**src/rtl/audio_buffer_scheduler.sv**
```systemverilog
// rtl/audio_buffer_scheduler.sv - sample-rate scheduler and stereo pair FIFO for audioport playback
module audio_buffer_scheduler #(
  parameter int BUFFER_DEPTH = 16,
  parameter int DIV_W        = 16
) (
  input  logic                          clk,
  input  logic                          rst_n,
  input  logic                          play_in,
  input  logic                          clr_in,
  input  logic [DIV_W-1:0]              rate_div_in,
  input  logic                          wr_in,
  input  logic [47:0]                   wdata_in,
  input  logic                          irq_ack_in,
  output logic [1:0][23:0]              abuf_out,
  output logic                          tick_out,
  output logic                          irq_out,
  output logic [$clog2(BUFFER_DEPTH):0] level_out,
  output logic                          full_out,
  output logic                          underrun_out,
  output logic                          wr_err_out
);

  localparam int PTR_W = $clog2(BUFFER_DEPTH);
  localparam int LVL_W = PTR_W + 1;

  localparam logic [LVL_W-1:0] LVL_FULL  = LVL_W'(BUFFER_DEPTH);
  localparam logic [LVL_W-1:0] LVL_HALF  = LVL_W'(BUFFER_DEPTH / 2);
  localparam logic [LVL_W-1:0] LVL_HALF1 = LVL_W'(BUFFER_DEPTH / 2 + 1);

  typedef enum logic {
    ST_STOP = 1'b0,
    ST_RUN  = 1'b1
  } state_t;

  state_t state;
  state_t state_nxt;

  logic             run_active;
  logic             enter_run;
  logic [DIV_W-1:0] cnt;
  logic [DIV_W-1:0] div_eff;
  logic             cnt_at_end;
  logic             tick_fire;

  logic [47:0]      mem [BUFFER_DEPTH];
  logic [PTR_W-1:0] rd_ptr;
  logic [PTR_W-1:0] wr_ptr;
  logic [LVL_W-1:0] level;
  logic             fifo_empty;
  logic             fifo_full;
  logic             pop_ok;
  logic             push_ok;
  logic             wr_drop;
  logic             irq_set;

  // Playback state register
  always_ff @(posedge clk or negedge rst_n) begin
    if (!rst_n) begin
      state <= ST_STOP;
    end else begin
      state <= state_nxt;
    end
  end

  // Playback transitions follow play_in directly; clear does not touch the state
  always_comb begin
    state_nxt = state;
    case (state)
      ST_STOP: if (play_in)  state_nxt = ST_RUN;
      ST_RUN:  if (!play_in) state_nxt = ST_STOP;
      default: state_nxt = ST_STOP;
    endcase
  end

  // Decoded state outputs: counting only while RUN stays in RUN this edge
  always_comb begin
    run_active = 1'b0;
    enter_run  = 1'b0;
    case (state)
      ST_STOP: enter_run  = play_in;
      ST_RUN:  run_active = play_in;
      default: begin
        run_active = 1'b0;
        enter_run  = 1'b0;
      end
    endcase
  end

  // Divider values below 2 are clamped so a tick can never be issued every cycle
  assign div_eff    = (rate_div_in < DIV_W'(2)) ? DIV_W'(2) : rate_div_in;
  // >= rather than == so a shrinking divider fires on the next edge instead of waiting a wrap
  assign cnt_at_end = (cnt >= (div_eff - DIV_W'(1)));
  assign tick_fire  = run_active && cnt_at_end && !clr_in;

  assign fifo_empty = (level == '0);
  assign fifo_full  = (level == LVL_FULL);
  assign pop_ok     = tick_fire && !fifo_empty;
  // A tick on the same edge frees a slot, so a full FIFO still accepts the write
  assign push_ok    = wr_in && !clr_in && (!fifo_full || tick_fire);
  assign wr_drop    = wr_in && !clr_in && fifo_full && !tick_fire;
  assign irq_set    = (tick_fire && !push_ok && (level == LVL_HALF1)) ||
                      (enter_run && (level <= LVL_HALF));

  // Sample-period divider and registered tick pulse
  always_ff @(posedge clk or negedge rst_n) begin
    if (!rst_n) begin
      cnt      <= '0;
      tick_out <= 1'b0;
    end else begin
      tick_out <= tick_fire;
      if (clr_in || !run_active || tick_fire) begin
        cnt <= '0;
      end else begin
        cnt <= cnt + DIV_W'(1);
      end
    end
  end

  // Pair storage; contents survive reset but become unreachable once pointers reset
  always_ff @(posedge clk) begin
    if (push_ok) begin
      mem[wr_ptr] <= wdata_in;
    end
  end

  // Read/write pointers wrap naturally; the level counter disambiguates full from empty
  always_ff @(posedge clk or negedge rst_n) begin
    if (!rst_n) begin
      rd_ptr <= '0;
      wr_ptr <= '0;
      level  <= '0;
    end else if (clr_in) begin
      rd_ptr <= '0;
      wr_ptr <= '0;
      level  <= '0;
    end else begin
      if (pop_ok)  rd_ptr <= rd_ptr + PTR_W'(1);
      if (push_ok) wr_ptr <= wr_ptr + PTR_W'(1);
      case ({push_ok, pop_ok})
        2'b10:   level <= level + LVL_W'(1);
        2'b01:   level <= level - LVL_W'(1);
        default: level <= level;
      endcase
    end
  end

  // Output pair register: loads the head on a tick, zeros when the tick finds nothing
  always_ff @(posedge clk or negedge rst_n) begin
    if (!rst_n) begin
      abuf_out     <= '0;
      underrun_out <= 1'b0;
    end else if (clr_in) begin
      abuf_out     <= '0;
      underrun_out <= 1'b0;
    end else if (tick_fire) begin
      if (fifo_empty) begin
        abuf_out     <= '0;
        underrun_out <= 1'b1;
      end else begin
        abuf_out     <= mem[rd_ptr];
      end
    end
  end

  // Refill interrupt: set beats acknowledge, clear beats both
  always_ff @(posedge clk or negedge rst_n) begin
    if (!rst_n) begin
      irq_out <= 1'b0;
    end else if (clr_in) begin
      irq_out <= 1'b0;
    end else if (irq_set) begin
      irq_out <= 1'b1;
    end else if (irq_ack_in) begin
      irq_out <= 1'b0;
    end
  end

  // Dropped-write pulse
  always_ff @(posedge clk or negedge rst_n) begin
    if (!rst_n) begin
      wr_err_out <= 1'b0;
    end else begin
      wr_err_out <= wr_drop;
    end
  end

  assign level_out = level;
  assign full_out  = fifo_full;

endmodule
```
**config.mk**
```make
export PLATFORM = sky130hd
export DESIGN_NAME = audio_buffer_scheduler
export DESIGN_NICKNAME = d
export VERILOG_FILES = /design/src/rtl/audio_buffer_scheduler.sv
export SDC_FILE = /design/constraint.sdc
export NUM_CORES = 1
export LEC_CHECK = 0
export ABC_CLOCK_PERIOD_IN_PS = 8050
export CORE_AREA = 2 2 261 263
export CTS_CLUSTER_SIZE = 10
export DETAILED_ROUTE_END_ITERATION = 6
export DIE_AREA = 0 0 263 265
export PLACE_DENSITY = 0.68
export SYNTH_ARGS = -nofsm -noshare
export SYNTH_HDL_FRONTEND = slang
export SYNTH_SLANG_ARGS = --single-unit
```
**constraint.sdc**
```tcl
create_clock -name clk -period 8.05 [get_ports clk]
set_input_delay 1.61 -clock clk [delete_from_list [all_inputs] [get_ports clk]]
set_output_delay 1.61 -clock clk [all_outputs]
set_load 0.05 [all_outputs]
```
==> results.py <==
metrics = {
    "clock_network": {
        "postCtsHoldBufs": 0,
        "max-clock-path-buffers": 3,
        "cts.repair.resized": 0,
        "cts_tree": "done",
        "cts_buffers": 96,
        "clk_pin_slew_ns": 0.05,
        "numClockSinks": 850,
        "h-tree-depth": 3,
        "post_cts_buffers": 0,
        "cts_root_buffer": "clkbuf_16",
        "insertion_delay_ns": 0.64,
    },
    "die": {
        "rows": 95,
        "io_pins": 128,
        "dieArea_um2": 69700,
        "start_util_pct": 49.6,
        "fp.coreArea_um2": 66800,
        "fp.dieW_um": 263,
        "die_h_um": 265,
    },
    "outcome": {
        "outcome": "finished clean",
    },
    "layout": {
        "fill_cells": 4810,
        "final_nets": 1802,
        "antennaDiodeCount": 0,
        "final_area_um2": 38500,
        "area_growth_pct": 16.3,
        "drive_gt1_share_pct": 23.3,
    },
    "setup_path": {
        "critical_path.cell_chain": "clkdlybuf4s50_1 -> or4_4 -> or3_1 -> or3_4 -> o21ai_1 -> ha_1 -> nand2_1 -> xor2_1 -> ha_1 -> nand4_1 -> o311a_1 -> o21ai_2 -> a31oi_2 -> nor2_1 -> and3_2 -> buf_4",
        "critPathKind": "in -> reg",
        "crit_cells": 16,
        "cp_top_family": "simple AND/OR/NAND/NOR gates",
        "cp.arrival_ns": 7.32,
        "critPathSlowestCell": "and3_2",
        "start_kind": "input port",
        "crit_buf_inv": 2,
        "cpPeakStageDelay_ns": 0.75,
        "cp_data_required_time_ns": 8.39,
        "crit_path_frequent_cell": "ha_1",
        "critPathMaxFanout": 18,
        "end_kind": "flop",
        "worstRegToRegCells": 10,
    },
    "synthesis": {
        "yosysTopAreaCell": "edfxtp_1",
        "synth_area_per_cell_um2": 21.9,
        "synth_area_leaders": "edfxtp_1 (70%), mux4_2 (16%), dfrtp_1 (6.2%)",
        "syn_inst": 1514,
        "yosys_register_bits": 850,
        "ys.flop_type": "edfxtp_1",
        "synth_area_um2": 33100,
        "synth_fp_nets": 1611,
        "synth_seq_area_share_pct": 75.8,
        "synth_edf_count": 768,
        "yosysWarnings": 0,
        "ys_types": 50,
        "synth_top_cell_area_share_pct": 69.6,
        "ys_async_sr_fraction_pct": 9.65,
    },
    "global_routing": {
        "grt_pass1_wl_um": 104000,
        "grt_max_degree": 103,
        "grt_pass1_vias": 16541,
        "grt_antenna_before_repair": 2,
        "gr-usage-all-layers_pct": 20.0,
        "gr-total-overflow": 0,
    },
    "timing": {
        "period_minus_slack_ns": 6.98,
        "finalCritPeriodShare_pct": 86.7,
        "setup_viol": 0,
        "rsz0062_at_grt": "no",
        "hold_viol_final": 0,
        "worstMarginPinSlew_ns": 1.00,
        "fmax_mhz": 143,
        "finalSetupTns_ns": 0,
        "slew_headroom_pct": 33.0,
        "fin_skew_ns": 0.0201,
        "finalMaxSlewViolations": 0,
    },
    "detailed_routing": {
        "firstDrtPassIters": 5,
        "num_vias": 15523,
        "drc_errors": 0,
        "wire_per_inst_um": 25.3,
        "drt-vias-per-instance": 5.83,
        "ant_nets": 0,
        "drtIter0Drc": 1373,
        "drt-total-wl_um": 67200,
    },
    "power_and_ir_drop": {
        "vdd_drop_max_mv": 0.175,
        "p_leak_nw": 12.2,
        "power.density_nw_per_um2": 235,
    },
    "hold_path": {
        "hold_class": "reg -> reg",
        "holdPathStages": 1,
    },
    "place": {
        "place_hpwl_um": 37700,
        "gp_congestion": 0.806,
        "io_buffers": 127,
        "place_area_um2": 35700,
    },
    "run": {
        "max_cap_violations": 0,
    },
}
layout make-up:
type	instances	area (um2)	area share, %
Tap cell	873	1090	2.83
Sequential cell	850	25100	65.2
Clock buffer	174	2770	7.18
Clock inverter	8	114	0.295
Timing Repair Buffer	166	1700	4.41
Inverter	59	221	0.575
Multi-Input combinational cell	532	7520	19.5
layout by cell type (no fill, tap or decap), drive strengths merged, types with 17 or more instances in the layout:
master / netlist / routed
nor3: 21 / 21
o2bb2ai: 48 / 48
mux4: 240 / 240
edfxtp: 768 / 768
xnor2: 21 / 21
clkbuf: 41 / 174
clkinv: 49 / 52
clkdlybuf4s50: 0 / 126
and3: 20 / 20
dfrtp: 82 / 82
ha: 26 / 26
nor2: 39 / 39
buf: 32 / 40
nand3: 17 / 17
metrics by stage:
step	total power [mW]	hold WS [ns]	cells	setup slack (ns)	util (%)
5_1_grt	9.35	0.503	2662	0.662	57.7
6_report	9.05	0.482	2662	1.07	57.7
3_3_place_gp	5.16	0.471	2480	0.533	53.4
3_5_place_dp	5.17	0.473	2480	0.453	53.4
2_1_floorplan	5.03	0.488	1514	1.18	-
4_1_cts	9.15	0.489	2662	1.12	57.7
worst paths after layout:
path | slack [ns] | startpoint | endpoint
setup / recovery | 1.07 | rate_div_in[6] | mem[4][28]
hold / removal | 0.48 | abuf_out[0] | abuf_out[0]
setup reg to reg | 4.16 | cnt[0] | mem[4][28]
hold reg to reg | 0.48 | abuf_out[0] | abuf_out[0]
max in group asynchronous | 5.91 | rst_n | rd_ptr[0]
min in group asynchronous | 0.93 | rst_n | abuf_out[25]
per-layer routing:
layer	part of all wire (%)	routed length, um	global-route usage [%]	up-vias
met4	1.5	992	5.22	4
met5	0.037	25	0	-
met2	50	33300	32.5	480
met3	6.0	4050	3.60	66
li1	-	-	-	6711
met1	43	28800	28.4	8262
worst register-to-register path, stage by stage (launching register included):
cell and delay [ns]:
dfrtp_1 0.42, inv_1 0.07, ha_1 0.27, nand2b_1 0.09, a31oi_1 0.08, o311a_1 0.31
o21ai_2 0.38, a31oi_2 0.29, nor2_1 0.67, and3_2 0.75, buf_4 0.27
cells by family after synthesis:
| group | after synthesis | synth area share (%) |
|---|---|---|
| buffers and inverters | 132 | 1.57 |
| multiplexers | 245 | 16.5 |
| AO/OA/AOI/OAI | 83 | 2.02 |
| adder cells (fa/ha/maj) | 27 | 1.04 |
| AND/OR/NAND/NOR | 145 | 2.24 |
| XOR/XNOR | 32 | 0.846 |
| flip-flops | 850 | 75.8 |
sequential cells by signal, indices dropped and copies added, names as in the netlist:
register,flops
cnt,16
rd_ptr,4
irq_out,1
mem,768
underrun_out,1
wr_ptr,4
state,1
level_out,5
wr_err_out,1
abuf_out,48
tick_out,1
Yosys cell counts, types with 7 or more instances:
library cell and count:
o2bb2ai_1 48, dfrtp_1 82, ha_1 26, buf_2 21, nand2_1 15, nor3_1 21
clkbuf_1 41, edfxtp_1 768, and3_1 20, inv_1 10, nor2b_1 7, clkinv_1 49
xor2_1 11, nor2_1 39, xnor2_1 21, buf_1 11, mux4_2 240, a21oi_1 11
nand3_1 17
power breakdown:
part / total [mW] / internal, mW / switching [mW]
clock network: 3.98 / 2.34 / 1.63
logic: 0.215 / 0.0760 / 0.139
registers: 4.86 / 4.85 / 0.0101
Note: power is estimated with default switching activity, not from simulation.
